**src/rtl/io_pkg.sv**
```systemverilog
// Shared constants and types for the IO/timer register block: register
// addresses, CMD action encoding, timer state and the STAT word layout.
package io_pkg;

  localparam int DATA_W = 8;
  localparam int ADDR_W = 3;
  localparam int CNT_W  = 14;

  // Register map
  localparam logic [ADDR_W-1:0] ADDR_CMD  = 3'd0;
  localparam logic [ADDR_W-1:0] ADDR_PA   = 3'd1;
  localparam logic [ADDR_W-1:0] ADDR_PB   = 3'd2;
  localparam logic [ADDR_W-1:0] ADDR_TML  = 3'd3;
  localparam logic [ADDR_W-1:0] ADDR_TMH  = 3'd4;
  localparam logic [ADDR_W-1:0] ADDR_STAT = 3'd5;

  // CMD[7:6] write-only action field
  typedef enum logic [1:0] {
    CMD_NOP   = 2'b00,
    CMD_STOP  = 2'b01,
    CMD_RSVD  = 2'b10,
    CMD_START = 2'b11
  } cmd_act_t;

  typedef enum logic {
    TMR_IDLE = 1'b0,
    TMR_RUN  = 1'b1
  } tmr_state_t;

  // STAT = {0, tc_flag, 00000, running}
  function automatic logic [DATA_W-1:0] stat_word(input logic tc_flag, input logic running);
    return {1'b0, tc_flag, 5'b00000, running};
  endfunction

endpackage

```
**src/rtl/io_timer_regs_if.sv**
```systemverilog
// Multiplexed address/data bus between the bus FSM (master) and the
// register block (slave). Strobes are active-high.
interface io_timer_regs_if;

  logic                        load;
  logic                        OEb;
  logic                        WR_RDb;
  logic [io_pkg::DATA_W-1:0]   ad_in;
  logic [io_pkg::DATA_W-1:0]   ad_out;
  logic                        ad_oe;

  modport master (
    output load,
    output OEb,
    output WR_RDb,
    output ad_in,
    input  ad_out,
    input  ad_oe
  );

  modport slave (
    input  load,
    input  OEb,
    input  WR_RDb,
    input  ad_in,
    output ad_out,
    output ad_oe
  );

endinterface

```
**src/rtl/io_timer_count.sv**
```systemverilog
// 14-bit down counter with start/stop, one-shot or auto-reload, and a
// registered one-cycle terminal-count pulse. A loaded value of 0 counts
// 16384 ticks because the first decrement wraps to 0x3FFF.
module io_timer_count
  import io_pkg::*;
(
  input  logic             clock,
  input  logic             reset,
  input  logic             start_i,
  input  logic             stop_i,
  input  logic             tick_i,
  input  logic [CNT_W-1:0] reload_i,
  input  logic             auto_i,
  output logic             running_o,
  output logic             tc_hit_o,
  output logic             tc_pulse_o
);

  tmr_state_t       state_q, state_d;
  logic [CNT_W-1:0] count_q, count_d;
  logic             tc_pulse_q, tc_pulse_d;
  logic             tc_hit;

  // State, count and terminal-count pulse registers
  always_ff @(posedge clock) begin
    if (reset) begin
      state_q    <= TMR_IDLE;
      count_q    <= '0;
      tc_pulse_q <= 1'b0;
    end else begin
      state_q    <= state_d;
      count_q    <= count_d;
      tc_pulse_q <= tc_pulse_d;
    end
  end

  // Next state: decrement on tick, terminal count at 1, start overrides all
  always_comb begin
    state_d = state_q;
    count_d = count_q;
    tc_hit  = (state_q == TMR_RUN) && tick_i && (count_q == CNT_W'(1));

    if ((state_q == TMR_RUN) && tick_i) begin
      if (tc_hit) begin
        if (auto_i) begin
          count_d = reload_i;
        end else begin
          count_d = '0;
          state_d = TMR_IDLE;
        end
      end else begin
        count_d = count_q - CNT_W'(1);
      end
    end

    if (stop_i) begin
      state_d = TMR_IDLE;
    end

    // A start in the same cycle as terminal count still lets the pulse out
    if (start_i) begin
      count_d = reload_i;
      state_d = TMR_RUN;
    end

    tc_pulse_d = tc_hit;
  end

  assign running_o  = (state_q == TMR_RUN);
  assign tc_hit_o   = tc_hit;
  assign tc_pulse_o = tc_pulse_q;

endmodule

```
**src/rtl/io_timer_regs.sv**
```systemverilog
// Register block behind a multiplexed address/data bus: command register,
// output port A, sampled input port B, a 14-bit timer and its status.
module io_timer_regs
  import io_pkg::*;
(
  input  logic              clock,
  input  logic              reset,
  io_timer_regs_if.slave    bus,
  input  logic [DATA_W-1:0] pb_in,
  output logic [DATA_W-1:0] pa_out,
  input  logic              tmr_in,
  output logic              tmr_out
);

  logic [ADDR_W-1:0] addr_q, addr_d;
  logic [5:0]        cmd_q, cmd_d;
  logic [DATA_W-1:0] pa_q, pa_d;
  logic [DATA_W-1:0] pb_q;
  logic [DATA_W-1:0] tml_q, tml_d;
  logic [DATA_W-1:0] tmh_q, tmh_d;
  logic              tc_flag_q, tc_flag_d;

  cmd_act_t          cmd_act;
  logic              start;
  logic              stop;
  logic              stat_rd;
  logic              running;
  logic              tc_hit;
  logic [DATA_W-1:0] rd_data;

  // Bus-visible registers and the port B input sample
  always_ff @(posedge clock) begin
    if (reset) begin
      addr_q    <= '0;
      cmd_q     <= '0;
      pa_q      <= '0;
      pb_q      <= '0;
      tml_q     <= '0;
      tmh_q     <= '0;
      tc_flag_q <= 1'b0;
    end else begin
      addr_q    <= addr_d;
      cmd_q     <= cmd_d;
      pa_q      <= pa_d;
      pb_q      <= pb_in;
      tml_q     <= tml_d;
      tmh_q     <= tmh_d;
      tc_flag_q <= tc_flag_d;
    end
  end

  // Address latch, register writes (using the address latched earlier) and CMD decode
  always_comb begin
    addr_d  = bus.load ? bus.ad_in[ADDR_W-1:0] : addr_q;
    cmd_d   = cmd_q;
    pa_d    = pa_q;
    tml_d   = tml_q;
    tmh_d   = tmh_q;
    cmd_act = cmd_act_t'(bus.ad_in[7:6]);

    if (bus.WR_RDb) begin
      case (addr_q)
        ADDR_CMD: cmd_d = bus.ad_in[5:0];
        ADDR_PA:  pa_d  = bus.ad_in;
        ADDR_TML: tml_d = bus.ad_in;
        ADDR_TMH: tmh_d = bus.ad_in;
        default:  ;
      endcase
    end

    start   = bus.WR_RDb && (addr_q == ADDR_CMD) && (cmd_act == CMD_START);
    stop    = bus.WR_RDb && (addr_q == ADDR_CMD) && (cmd_act == CMD_STOP);
    stat_rd = bus.OEb && (addr_q == ADDR_STAT);

    // Setting the flag wins over the read-to-clear
    if (tc_hit) begin
      tc_flag_d = 1'b1;
    end else if (stat_rd) begin
      tc_flag_d = 1'b0;
    end else begin
      tc_flag_d = tc_flag_q;
    end
  end

  // Read-data mux; unused addresses read as zero
  always_comb begin
    case (addr_q)
      ADDR_CMD:  rd_data = {2'b00, cmd_q};
      ADDR_PA:   rd_data = pa_q;
      ADDR_PB:   rd_data = pb_q;
      ADDR_TML:  rd_data = tml_q;
      ADDR_TMH:  rd_data = tmh_q;
      ADDR_STAT: rd_data = stat_word(tc_flag_q, running);
      default:   rd_data = '0;
    endcase
  end

  assign bus.ad_oe  = bus.OEb;
  assign bus.ad_out = bus.OEb ? rd_data : '0;
  assign pa_out     = pa_q;

  io_timer_count u_count (
    .clock      (clock),
    .reset      (reset),
    .start_i    (start),
    .stop_i     (stop),
    .tick_i     (tmr_in),
    .reload_i   ({tmh_q[5:0], tml_q}),
    .auto_i     (tmh_q[6]),
    .running_o  (running),
    .tc_hit_o   (tc_hit),
    .tc_pulse_o (tmr_out)
  );

endmodule

```
**src/flat_wrapper.sv**
```systemverilog
// flat-port wrapper written by rule: the top's interface ports become plain ports
module io_timer_regs_flat import io_pkg::*;
  (clock, reset, pb_in, pa_out, tmr_in, tmr_out, bus_load, bus_OEb, bus_WR_RDb, bus_ad_in, bus_ad_out, bus_ad_oe);
  io_timer_regs_if bus_i ();
  input  logic clock;
  input  logic reset;
  input  logic [DATA_W-1:0] pb_in;
  output logic [DATA_W-1:0] pa_out;
  input  logic tmr_in;
  output logic tmr_out;
  input wire logic [$bits(bus_i.load)-1:0] bus_load;
  input wire logic [$bits(bus_i.OEb)-1:0] bus_OEb;
  input wire logic [$bits(bus_i.WR_RDb)-1:0] bus_WR_RDb;
  input wire logic [$bits(bus_i.ad_in)-1:0] bus_ad_in;
  output wire logic [$bits(bus_i.ad_out)-1:0] bus_ad_out;
  output wire logic [$bits(bus_i.ad_oe)-1:0] bus_ad_oe;
  assign bus_i.load = bus_load;
  assign bus_i.OEb = bus_OEb;
  assign bus_i.WR_RDb = bus_WR_RDb;
  assign bus_i.ad_in = bus_ad_in;
  assign bus_ad_out = bus_i.ad_out;
  assign bus_ad_oe = bus_i.ad_oe;
  io_timer_regs u_core (.clock(clock), .reset(reset), .bus(bus_i), .pb_in(pb_in), .pa_out(pa_out), .tmr_in(tmr_in), .tmr_out(tmr_out));
endmodule
```
**config.mk**
```make
export PLATFORM = sky130hd
export DESIGN_NAME = io_timer_regs_flat
export DESIGN_NICKNAME = d
export VERILOG_FILES = /design/src/rtl/io_pkg.sv /design/src/rtl/io_timer_regs_if.sv /design/src/rtl/io_timer_count.sv /design/src/rtl/io_timer_regs.sv /design/src/flat_wrapper.sv
export SDC_FILE = /design/constraint.sdc
export NUM_CORES = 1
export LEC_CHECK = 0
export ABC_AREA = 1
export CORE_MARGIN = 10
export CORE_UTILIZATION = 53
export CTS_CLUSTER_DIAMETER = 30
export DETAILED_ROUTE_END_ITERATION = 10
export PLACE_DENSITY = 0.8
export SYNTH_ARGS = -nofsm -noshare
export SYNTH_HDL_FRONTEND = slang
export SYNTH_SLANG_ARGS = --single-unit
```
**constraint.sdc**
```tcl
create_clock -name clock -period 2.1 [get_ports clock]
set_input_delay 0.315 -clock clock [delete_from_list [all_inputs] [get_ports clock]]
set_output_delay 0.315 -clock clock [all_outputs]
set_load 0.02 [all_outputs]
```
==> insert_results.sql, run 1 <==
INSERT INTO impl_metrics (metric_group, metric, value, unit) VALUES
('clocking', 'cts_tree', 'yes', ''),
('global_routing', 'initial_antenna_violation_count', '0', ''),
('critical_path', 'path_max_fanout', '8', ''),
('routing', 'drcViolationCount', '0', ''),
('cells_and_area', 'insertedDiodeCount', '0', ''),
('cells_and_area', 'drive_above_1_share', '11.86', '%'),
('sta', 'setup_viol', '0', ''),
('critical_path', 'worstRegToRegCells', '10', ''),
('sta', 'slew_headroom', '68.94', '%'),
('logic_synthesis', 'synth.net_count', '455', ''),
('floorplanning', 'start_util', '55.67', '%'),
('floorplanning', 'die_area', '8825', 'um^2'),
('critical_path', 'rr_startpoint', 'u_core.addr_q[0]', ''),
('placed_design', 'place_ws', '-11.88', 'ps'),
('placed_design', 'placed_area', '3430', 'um^2'),
('cells_and_area', 'mostFrequentLayoutCell', 'sky130_fd_sc_hd__nand2_1', ''),
('cells_and_area', 'stdcell_count', '559', ''),
('global_routing', 'grt_pass1_wl', '14.21', 'mm'),
('hold_path', 'hold_path_sink', 'u_core.cmd_q[5]', ''),
('cells_and_area', 'layout.core_utilization', '69.45', '%'),
('clocking', 'clock_sinks', '58', ''),
('critical_path', 'critPathRequiredTime', '1780', 'ps'),
('hold_path', 'worst_hold_path_type', 'flip-flop to flip-flop', ''),
('status', 'outcome', 'completed', ''),
('power', 'report.power.total', '2.760', 'mW'),
('placed_design', 'count_of_placed_standard_cells_including_taps', '544', ''),
('routing', 'first_pass_iters', '5', ''),
('global_routing', 'grt_start_max_net_pins', '34', ''),
('floorplanning', 'core_area', '5205', 'um^2'),
('global_routing', 'first_global_vias', '2944', ''),
('cells_and_area', 'most-common-layout-cells', 'sky130_fd_sc_hd__nand2_1, sky130_fd_sc_hd__nor2_1, sky130_fd_sc_hd__dfxtp_1', ''),
('clocking', 'ctsRootBufferMaster', 'sky130_fd_sc_hd__clkbuf_8', ''),
('clocking', 'clk_latency', '340', 'ps'),
('placed_design', 'dp_hpwl', '6.083', 'mm'),
('routing', 'drt.antenna.violating_nets', '0', ''),
('clocking', 'h-tree-depth', '3', ''),
('logic_synthesis', 'ys_ff_latch', '58', ''),
('job', 'maxCapViolCount', '0', ''),
('sta', 'final.hold.worst_slack', '469.9', 'ps'),
('clocking', 'clk_path_buf_depth', '2', ''),
('global_routing', 'grt_usage', '20.46', '%'),
('cells_and_area', 'layout-area-overhead-vs-synth', '24.74', '%'),
('cells_and_area', 'cell_area_after_layout', '3615', 'um^2'),
('routing', 'vias', '2959', ''),
('floorplanning', 'num_rows', '26', ''),
('power', 'cellLeakagePower', '1.630', 'nW'),
('routing', 'wl_per_cell', '14.99', 'um'),
('floorplanning', 'die_y', '93.94', 'um'),
('hold_path', 'min_delay_path_depth', '2', ''),
('critical_path', 'crit_arrival', '1670', 'ps'),
('logic_synthesis', 'synthCells', '431', ''),
('placed_design', 'weighted_congestion_at_the_end_of_routability_driven_global_placement', '1.031', ''),
('sta', 'worst_tran_pin_value', '464.7', 'ps'),
('routing', 'dr.first_iter.drc_count', '203', ''),
('routing', 'avgViaCountPerCell', '5.293', ''),
('sta', 'postLayoutSetupSlackWorst', '110.7', 'ps'),
('critical_path', 'critical_path.endpoint_type', 'primary output', ''),
('clocking', 'cts_made_buffers', '9', ''),
('floorplanning', 'i_o_pins', '40', ''),
('routing', 'routed_wirelength', '8.377', 'mm'),
('power', 'ir_worst_vdd', '0.6296', 'mV'),
('logic_synthesis', 'synth_cell_type_count', '28', ''),
('clocking', 'clk_transition_reported_paths', '60', 'ps'),
('sta', 'post-route-period-util', '94.73', '%'),
('sta', 'min_period', '1989', 'ps'),
('sta', 'final.setup_skew', '8.873', 'ps'),
('sta', 'finalMaxSlewViolations', '0', ''),
('sta', 'final-hold-violation-count', '0', ''),
('logic_synthesis', 'synth.avg_cell_area', '6.723', 'um^2'),
('global_routing', 'grt-ovfl-total', '0', ''),
('critical_path', 'crit_path_start_kind', 'flip-flop', '');
worst max-delay path, stage by stage (launching register included):
cell and delay, ps:
sky130_fd_sc_hd__dfxtp_2 380, sky130_fd_sc_hd__inv_1 80, sky130_fd_sc_hd__nor3_2 100, sky130_fd_sc_hd__buf_4 170, sky130_fd_sc_hd__nand2_1 70, sky130_fd_sc_hd__a41oi_1 230, sky130_fd_sc_hd__clkdlybuf4s15_2 300
synth_stat cells:
master                     instances  area, um^2
sky130_fd_sc_hd__inv_2             1       3.750
sky130_fd_sc_hd__buf_6             2       22.52
sky130_fd_sc_hd__a41oi_1           2       17.52
sky130_fd_sc_hd__buf_2             2       10.01
sky130_fd_sc_hd__xor2_1            3       26.28
sky130_fd_sc_hd__nand2_8           1       20.02
sky130_fd_sc_hd__xnor2_1           2       17.52
sky130_fd_sc_hd__inv_4             1       6.260
sky130_fd_sc_hd__nor2_2            3       18.77
sky130_fd_sc_hd__ha_1              2       25.02
sky130_fd_sc_hd__a31oi_1           9       56.30
sky130_fd_sc_hd__nand2_4           1       11.26
sky130_fd_sc_hd__nor2_1           59       221.5
sky130_fd_sc_hd__nand2_1          96       360.4
sky130_fd_sc_hd__nand3_4           1       17.52
sky130_fd_sc_hd__buf_4             5       37.54
sky130_fd_sc_hd__nand2_2           1       6.260
sky130_fd_sc_hd__nand3b_1          2       15.01
sky130_fd_sc_hd__inv_1            50       187.7
sky130_fd_sc_hd__dfxtp_1          58        1161
sky130_fd_sc_hd__nor3_2            1       10.01
sky130_fd_sc_hd__clkbuf_1          7       26.28
sky130_fd_sc_hd__o21ai_1           6       30.03
sky130_fd_sc_hd__a21oi_1          37       185.2
sky130_fd_sc_hd__nand3_1          42       210.2
sky130_fd_sc_hd__o211ai_1          1       7.510
sky130_fd_sc_hd__o21ai_0          35       175.2
sky130_fd_sc_hd__nor2_4            1       11.26
layer usage:
metal	vias up	share of wire (%)	track usage [%]
met5	-	0	0
met1	1310	41	23.35
met3	24	9.4	8.233
met4	0	2.9	9.494
li1	1496	-	-
met2	129	47	32.66
cell type report:
type	count	area [um^2]
fill	488	1590
tap	70	87.58
sequential	58	1166
clock buffer	13	168.9
timing repair buffer	59	511.7
clock inverter	2	35.03
multi-input combinational	305	1448
inverter	52	197.7
registers in the layout (all words and copies together), names as in the netlist:
name / cells
u_core.u_count.tc_pulse_o: 1
u_core.u_count.count_q: 14
u_core.cmd_q: 6
u_core.u_count.running_o: 1
u_core.tc_flag_q: 1
u_core.tml_q: 8
u_core.tmh_q: 8
u_core.pa_out: 8
u_core.pb_q: 8
u_core.addr_q: 3
kinds of logic after synthesis:
group | Yosys count | synth area share [%]
adder cells (fa/ha/maj) | 2 | 0.8634
buffers and inverters | 68 | 10.15
AO/OA/AOI/OAI | 90 | 16.28
AND/OR/NAND/NOR | 208 | 31.13
flip-flops | 58 | 40.07
XOR/XNOR | 5 | 1.512
how the worst max path moves through the flow:
stage	startpoint	endpoint	slack [ps]	cells after the start
2_1_floorplan	u_core.addr_q[0]	bus_ad_out[0]	380	8
3_3_place_gp	u_core.addr_q[0]	bus_ad_out[1]	0.4	8
3_5_place_dp	u_core.addr_q[0]	bus_ad_out[1]	-10	8
4_1_cts	u_core.addr_q[1]	bus_ad_out[2]	4	8
5_1_grt	u_core.addr_q[0]	bus_ad_out[7]	6	7
6_report	u_core.addr_q[1]	bus_ad_out[7]	110	6
timing repair:
item                                    CTS  global route
pin swaps                                 0             0
endpoints found under the setup margin    8             8
gates resized for setup                  30            16
hold buffers                              0             0
setup buffers                             0             0
power by group:
group          total [mW]  leakage, nW  internal (mW)  switching (mW)
clock                1.06        0.106          0.637           0.421
sequential           1.20        0.474           1.15          0.0470
combinational       0.503         1.05          0.206           0.297
No activity file was read; power rests on OpenSTA's default activity.
==> run 2: changes to the inputs <==
- ABC_AREA: 1 -> 0
==> run 2 against run 1 <==
- combinational power is 1% higher
- first-iteration DRC count is 5.9% higher
- setup slack worse by 13 ps
- flip-flop and latch count stayed put
- final area is 3.2% higher
- total power is 4.4% lower
- hold slack worse by 170 ps
- sequential power hardly changed
- via count is 2.4% lower
- highest routed layer unchanged
==> insert_results.sql, run 2 <==
INSERT INTO impl_metrics (metric_group, metric, value, unit) VALUES
('status', 'outcome', 'completed', ''),
('routing', 'route.met2.wl', '3.990', 'mm'),
('clocking', 'clock_sinks', '58', ''),
('power', 'ir_worst_vdd', '0.4436', 'mV'),
('logic_synthesis', 'most_frequently_used_cell_type_in_the_post_synthesis_netlist', 'sky130_fd_sc_hd__nand2_1', ''),
('sta', 'final.hold.worst_slack', '300.7', 'ps'),
('critical_path', 'critical_path.cell_chain', 'inv_1, ha_1, or3b_2, o31ai_1, o21ai_0, a221oi_1, nor3_1', ''),
('critical_path', 'slowest_delay', '520', 'ps'),
('placed_design', 'weighted_congestion_at_the_end_of_routability_driven_global_placement', '0.9510', ''),
('floorplanning', 'num_rows', '26', ''),
('sta', 'slew_headroom', '74.35', '%'),
('critical_path', 'crit-reg2reg-capture', 'u_core.u_count.count_q[6]', ''),
('placed_design', 'dp_hpwl', '6.064', 'mm'),
('critical_path', 'crit_path_start_kind', 'flip-flop', ''),
('logic_synthesis', 'simple_gate_area_share_of_the_yosys_netlist', '25.98', '%'),
('sta', 'finalMaxSlewViolations', '0', ''),
('critical_path', 'worstSetupPathDepth', '7', ''),
('global_routing', 'grt_usage', '19.93', '%'),
('power', 'sequentialPowerShare', '45.0', '%'),
('global_routing', 'first_global_vias', '2803', ''),
('logic_synthesis', 'synth_top_flop_cell', 'sky130_fd_sc_hd__dfxtp_1', ''),
('logic_synthesis', 'top_cells_by_area_in_the_synthesized_netlist', 'sky130_fd_sc_hd__dfxtp_1, sky130_fd_sc_hd__nand2_1, sky130_fd_sc_hd__a21oi_1', ''),
('global_routing', 'initial_antenna_violation_count', '0', ''),
('logic_synthesis', 'synth_enable_flop_cells', '0', ''),
('clocking', 'cts.repair_timing.setup_buffer_count', '0', ''),
('routing', 'wl_per_cell', '17.26', 'um'),
('power', 'p_sw', '723.3', 'uW'),
('sta', 'min_period', '2002', 'ps'),
('clocking', 'clk_path_buf_depth', '2', ''),
('cells_and_area', 'most-common-layout-cells', 'sky130_fd_sc_hd__nand2_1, sky130_fd_sc_hd__dfxtp_1, sky130_fd_sc_hd__a21oi_1', ''),
('routing', 'met3_wirelength', '686', 'um'),
('job', 'maxCapViolCount', '0', ''),
('logic_synthesis', 'synthCells', '349', ''),
('logic_synthesis', 'postSynth.asyncResetShare', '0', '%'),
('critical_path', 'worstRegToRegCells', '7', ''),
('logic_synthesis', 'yosys_warnings', '0', ''),
('critical_path', 'critical-path-slowest-cell', 'sky130_fd_sc_hd__or3b_2', ''),
('critical_path', 'rr_startpoint', 'u_core.u_count.count_q[1]', ''),
('power', 'intPower', '1.917', 'mW'),
('logic_synthesis', 'muxShareOfSynthArea', '7.372', '%'),
('logic_synthesis', 'synth.avg_cell_area', '8.170', 'um^2'),
('cells_and_area', 'largest_register_ffs', '14', ''),
('placed_design', 'io_buffer_count', '39', ''),
('routing', 'maxUsedRoutingLayer', 'met4', ''),
('clocking', 'clk_latency', '330', 'ps'),
('sta', 'postLayoutSetupSlackWorst', '97.58', 'ps'),
('logic_synthesis', 'synth-seq-area-share', '40.72', '%'),
('critical_path', 'count_of_buffer_and_inverter_cells_on_the_critical_path', '1', ''),
('critical_path', 'critical_path.endpoint_type', 'flip-flop', ''),
('sta', 'final-hold-violation-count', '0', ''),
('sta', 'post-route-period-util', '95.35', '%'),
('routing', 'route.layer.met1.wl', '3.599', 'mm'),
('clocking', 'clk_transition_reported_paths', '60', 'ps'),
('critical_path', 'crit_family', 'compound AO/OA/AOI/OAI gates', ''),
('routing', 'drcViolationCount', '0', ''),
('floorplanning', 'i_o_pins', '40', ''),
('placed_design', 'place_ws', '-97.24', 'ps'),
('routing', 'drt.antenna.violating_nets', '0', ''),
('logic_synthesis', 'synth.net_count', '373', ''),
('sta', 'final.setup_skew', '9.076', 'ps'),
('logic_synthesis', 'ys_top_cells_by_count', 'sky130_fd_sc_hd__nand2_1, sky130_fd_sc_hd__dfxtp_1, sky130_fd_sc_hd__a21oi_1', ''),
('sta', 'worst_tran_pin_value', '383.7', 'ps'),
('floorplanning', 'width_of_the_die', '93.35', 'um'),
('sta', 'grt_setup_unrepaired', 'false', ''),
('logic_synthesis', 'synth_cell_type_count', '51', ''),
('routing', 'dr.first_iter.drc_count', '215', ''),
('critical_path', 'crit_arrival', '2210', 'ps'),
('clocking', 'ctsRootBufferMaster', 'sky130_fd_sc_hd__clkbuf_8', ''),
('power', 'combinational_share_of_power', '19.3', '%'),
('critical_path', 'critPathRequiredTime', '2310', 'ps'),
('routing', 'routed_wirelength', '8.476', 'mm'),
('critical_path', 'endpoint', 'u_core.u_count.count_q[6]', ''),
('logic_synthesis', 'synth.top_cell.area_share', '40.72', '%'),
('power', 'swShare', '27.40', '%'),
('routing', 'first_pass_iters', '5', ''),
('floorplanning', 'die_area', '8714', 'um^2'),
('routing', 'avgViaCountPerCell', '5.884', ''),
('cells_and_area', 'insertedDiodeCount', '0', ''),
('global_routing', 'grt-ovfl-total', '0', ''),
('power', 'power_per_cell_area', '707.5', 'nW/um^2'),
('sta', 'setup_viol', '0', ''),
('floorplanning', 'start_util', '55.13', '%'),
('global_routing', 'grt_pass1_wl', '13.97', 'mm'),
('floorplanning', 'core_area', '5172', 'um^2'),
('power', 'cellLeakagePower', '1.392', 'nW'),
('logic_synthesis', 'synthDominantAreaCellType', 'sky130_fd_sc_hd__dfxtp_1', ''),
('critical_path', 'reg2reg_slack', '100', 'ps'),
('critical_path', 'cp-startpoint', 'u_core.u_count.count_q[1]', ''),
('clocking', 'cts_tree', 'yes', ''),
('logic_synthesis', 'synth_top_family_by_area', 'simple AND/OR/NAND/NOR gates', ''),
('cells_and_area', 'regMostFlops', 'u_core.u_count.count_q', ''),
('logic_synthesis', 'synth_area_in_adders', '0.8776', '%'),
('cells_and_area', 'layout-area-overhead-vs-synth', '30.85', '%'),
('logic_synthesis', 'ys_ff_latch', '58', ''),
('hold_path', 'worst_hold_path_type', 'input pin to flip-flop', ''),
('critical_path', 'path_max_fanout', '5', ''),
('clocking', 'h-tree-depth', '3', ''),
('cells_and_area', 'drive_above_1_share', '18.53', '%'),
('power', 'pwr-share-clk', '35.7', '%'),
('cells_and_area', 'mostFrequentLayoutCell', 'sky130_fd_sc_hd__nand2_1', ''),
('cells_and_area', 'nNetsFinal', '440', ''),
('global_routing', 'grt_start_max_net_pins', '30', ''),
('critical_path', 'worst_setup_path_category', 'flip-flop to flip-flop', ''),
('logic_synthesis', 'yosys.area_share.xor_xnor', '1.229', '%'),
('routing', 'vias', '2889', ''),
('logic_synthesis', 'netlist_area', '2851', 'um^2'),
('sta', 'timing.fmax', '499.4', 'MHz'),
('clocking', 'cts_made_buffers', '9', ''),
('logic_synthesis', 'synth_compound_area_share', '18.91', '%'),
('floorplanning', 'die_y', '93.35', 'um');
## run 2: cell count changes after synthesis, sizes merged, moves of 6 or more
cell / previous run / this run
clkbuf: 7 / 15
nand3: 43 / 7
o21ai: 41 / 6
nor3: 1 / 8
and2: 0 / 8
inv: 52 / 8
nand2: 99 / 77
nor2: 63 / 17
a31oi: 9 / 1
nor2b: 0 / 9
mux2i: 0 / 12
o22ai: 0 / 6
## run 2: power groups by stage
stage / Sequential, mW / Combinational (mW) / Clock [mW]
5_1_grt: 1.19 / 0.556 / 1.01
4_1_cts: 1.19 / 0.505 / 0.945
3_3_place_gp: 1.21 / 0.482 / 0
6_report: 1.19 / 0.510 / 0.942
2_1_floorplan: 1.20 / 0.292 / 0
3_5_place_dp: 1.21 / 0.489 / 0
## run 2: area by class of cell
cell class,instances,area (um^2)
inverters,8,30.03
clock inverters,2,10.01
multi-input cells,260,1565
clock buffers,14,172.7
fillers,388,1441
well taps,70,87.58
repair buffers,79,695.7
flip-flops and latches,58,1170
## run 2: kinds of logic (layout without fill, tap and decap cells)
| logic type | after synthesis | in the layout |
|---|---|---|
| simple gates | 152 | 152 |
| compound gates | 85 | 85 |
| flops | 58 | 58 |
| buf+inv | 31 | 103 |
| mux | 17 | 17 |
| xor+xnor | 4 | 4 |
| fa+ha+maj | 2 | 2 |
## run 2: metal layers
metal  vias up  global-route usage (%)
met3        18                   5.755
li1       1376                       -
met5         -                       0
met2       150                   33.47
met4         0                   5.784
met1      1345                   24.07
## run 2: how the worst min path moves through the flow
| stage | cells after the start | slack [ps] | from | end |
|---|---|---|---|---|
| 2_1_floorplan | 2 | 430 | u_core.tc_flag_q | u_core.tc_flag_q |
| 3_3_place_gp | 2 | 440 | u_core.cmd_q[5] | u_core.cmd_q[5] |
| 3_5_place_dp | 2 | 450 | u_core.cmd_q[0] | u_core.cmd_q[0] |
| 4_1_cts | 2 | 290 | reset | u_core.u_count.count_q[8] |
| 5_1_grt | 2 | 320 | reset | u_core.tc_flag_q |
| 6_report | 2 | 300 | reset | u_core.u_count.count_q[8] |
## run 2: through the flow
stage	power (mW)	TNS, ps	instances	cell area [um^2]	utilization [%]
6_report	2.640	0	491	3731	72.13
5_1_grt	2.760	0	491	3731	72.13
4_1_cts	2.638	0	491	3764	72.76
3_5_place_dp	1.699	-519.3	474	3532	68.29
3_3_place_gp	1.690	-272.7	474	3532	68.29
2_1_floorplan	1.495	0	349	2851	-
## run 2: repair_timing
item                                    4_1_cts  5_1_grt
cloned                                        1        0
endpoints found under the setup margin        9        8
resized for setup                            24       12
hold buffers                                  0        0
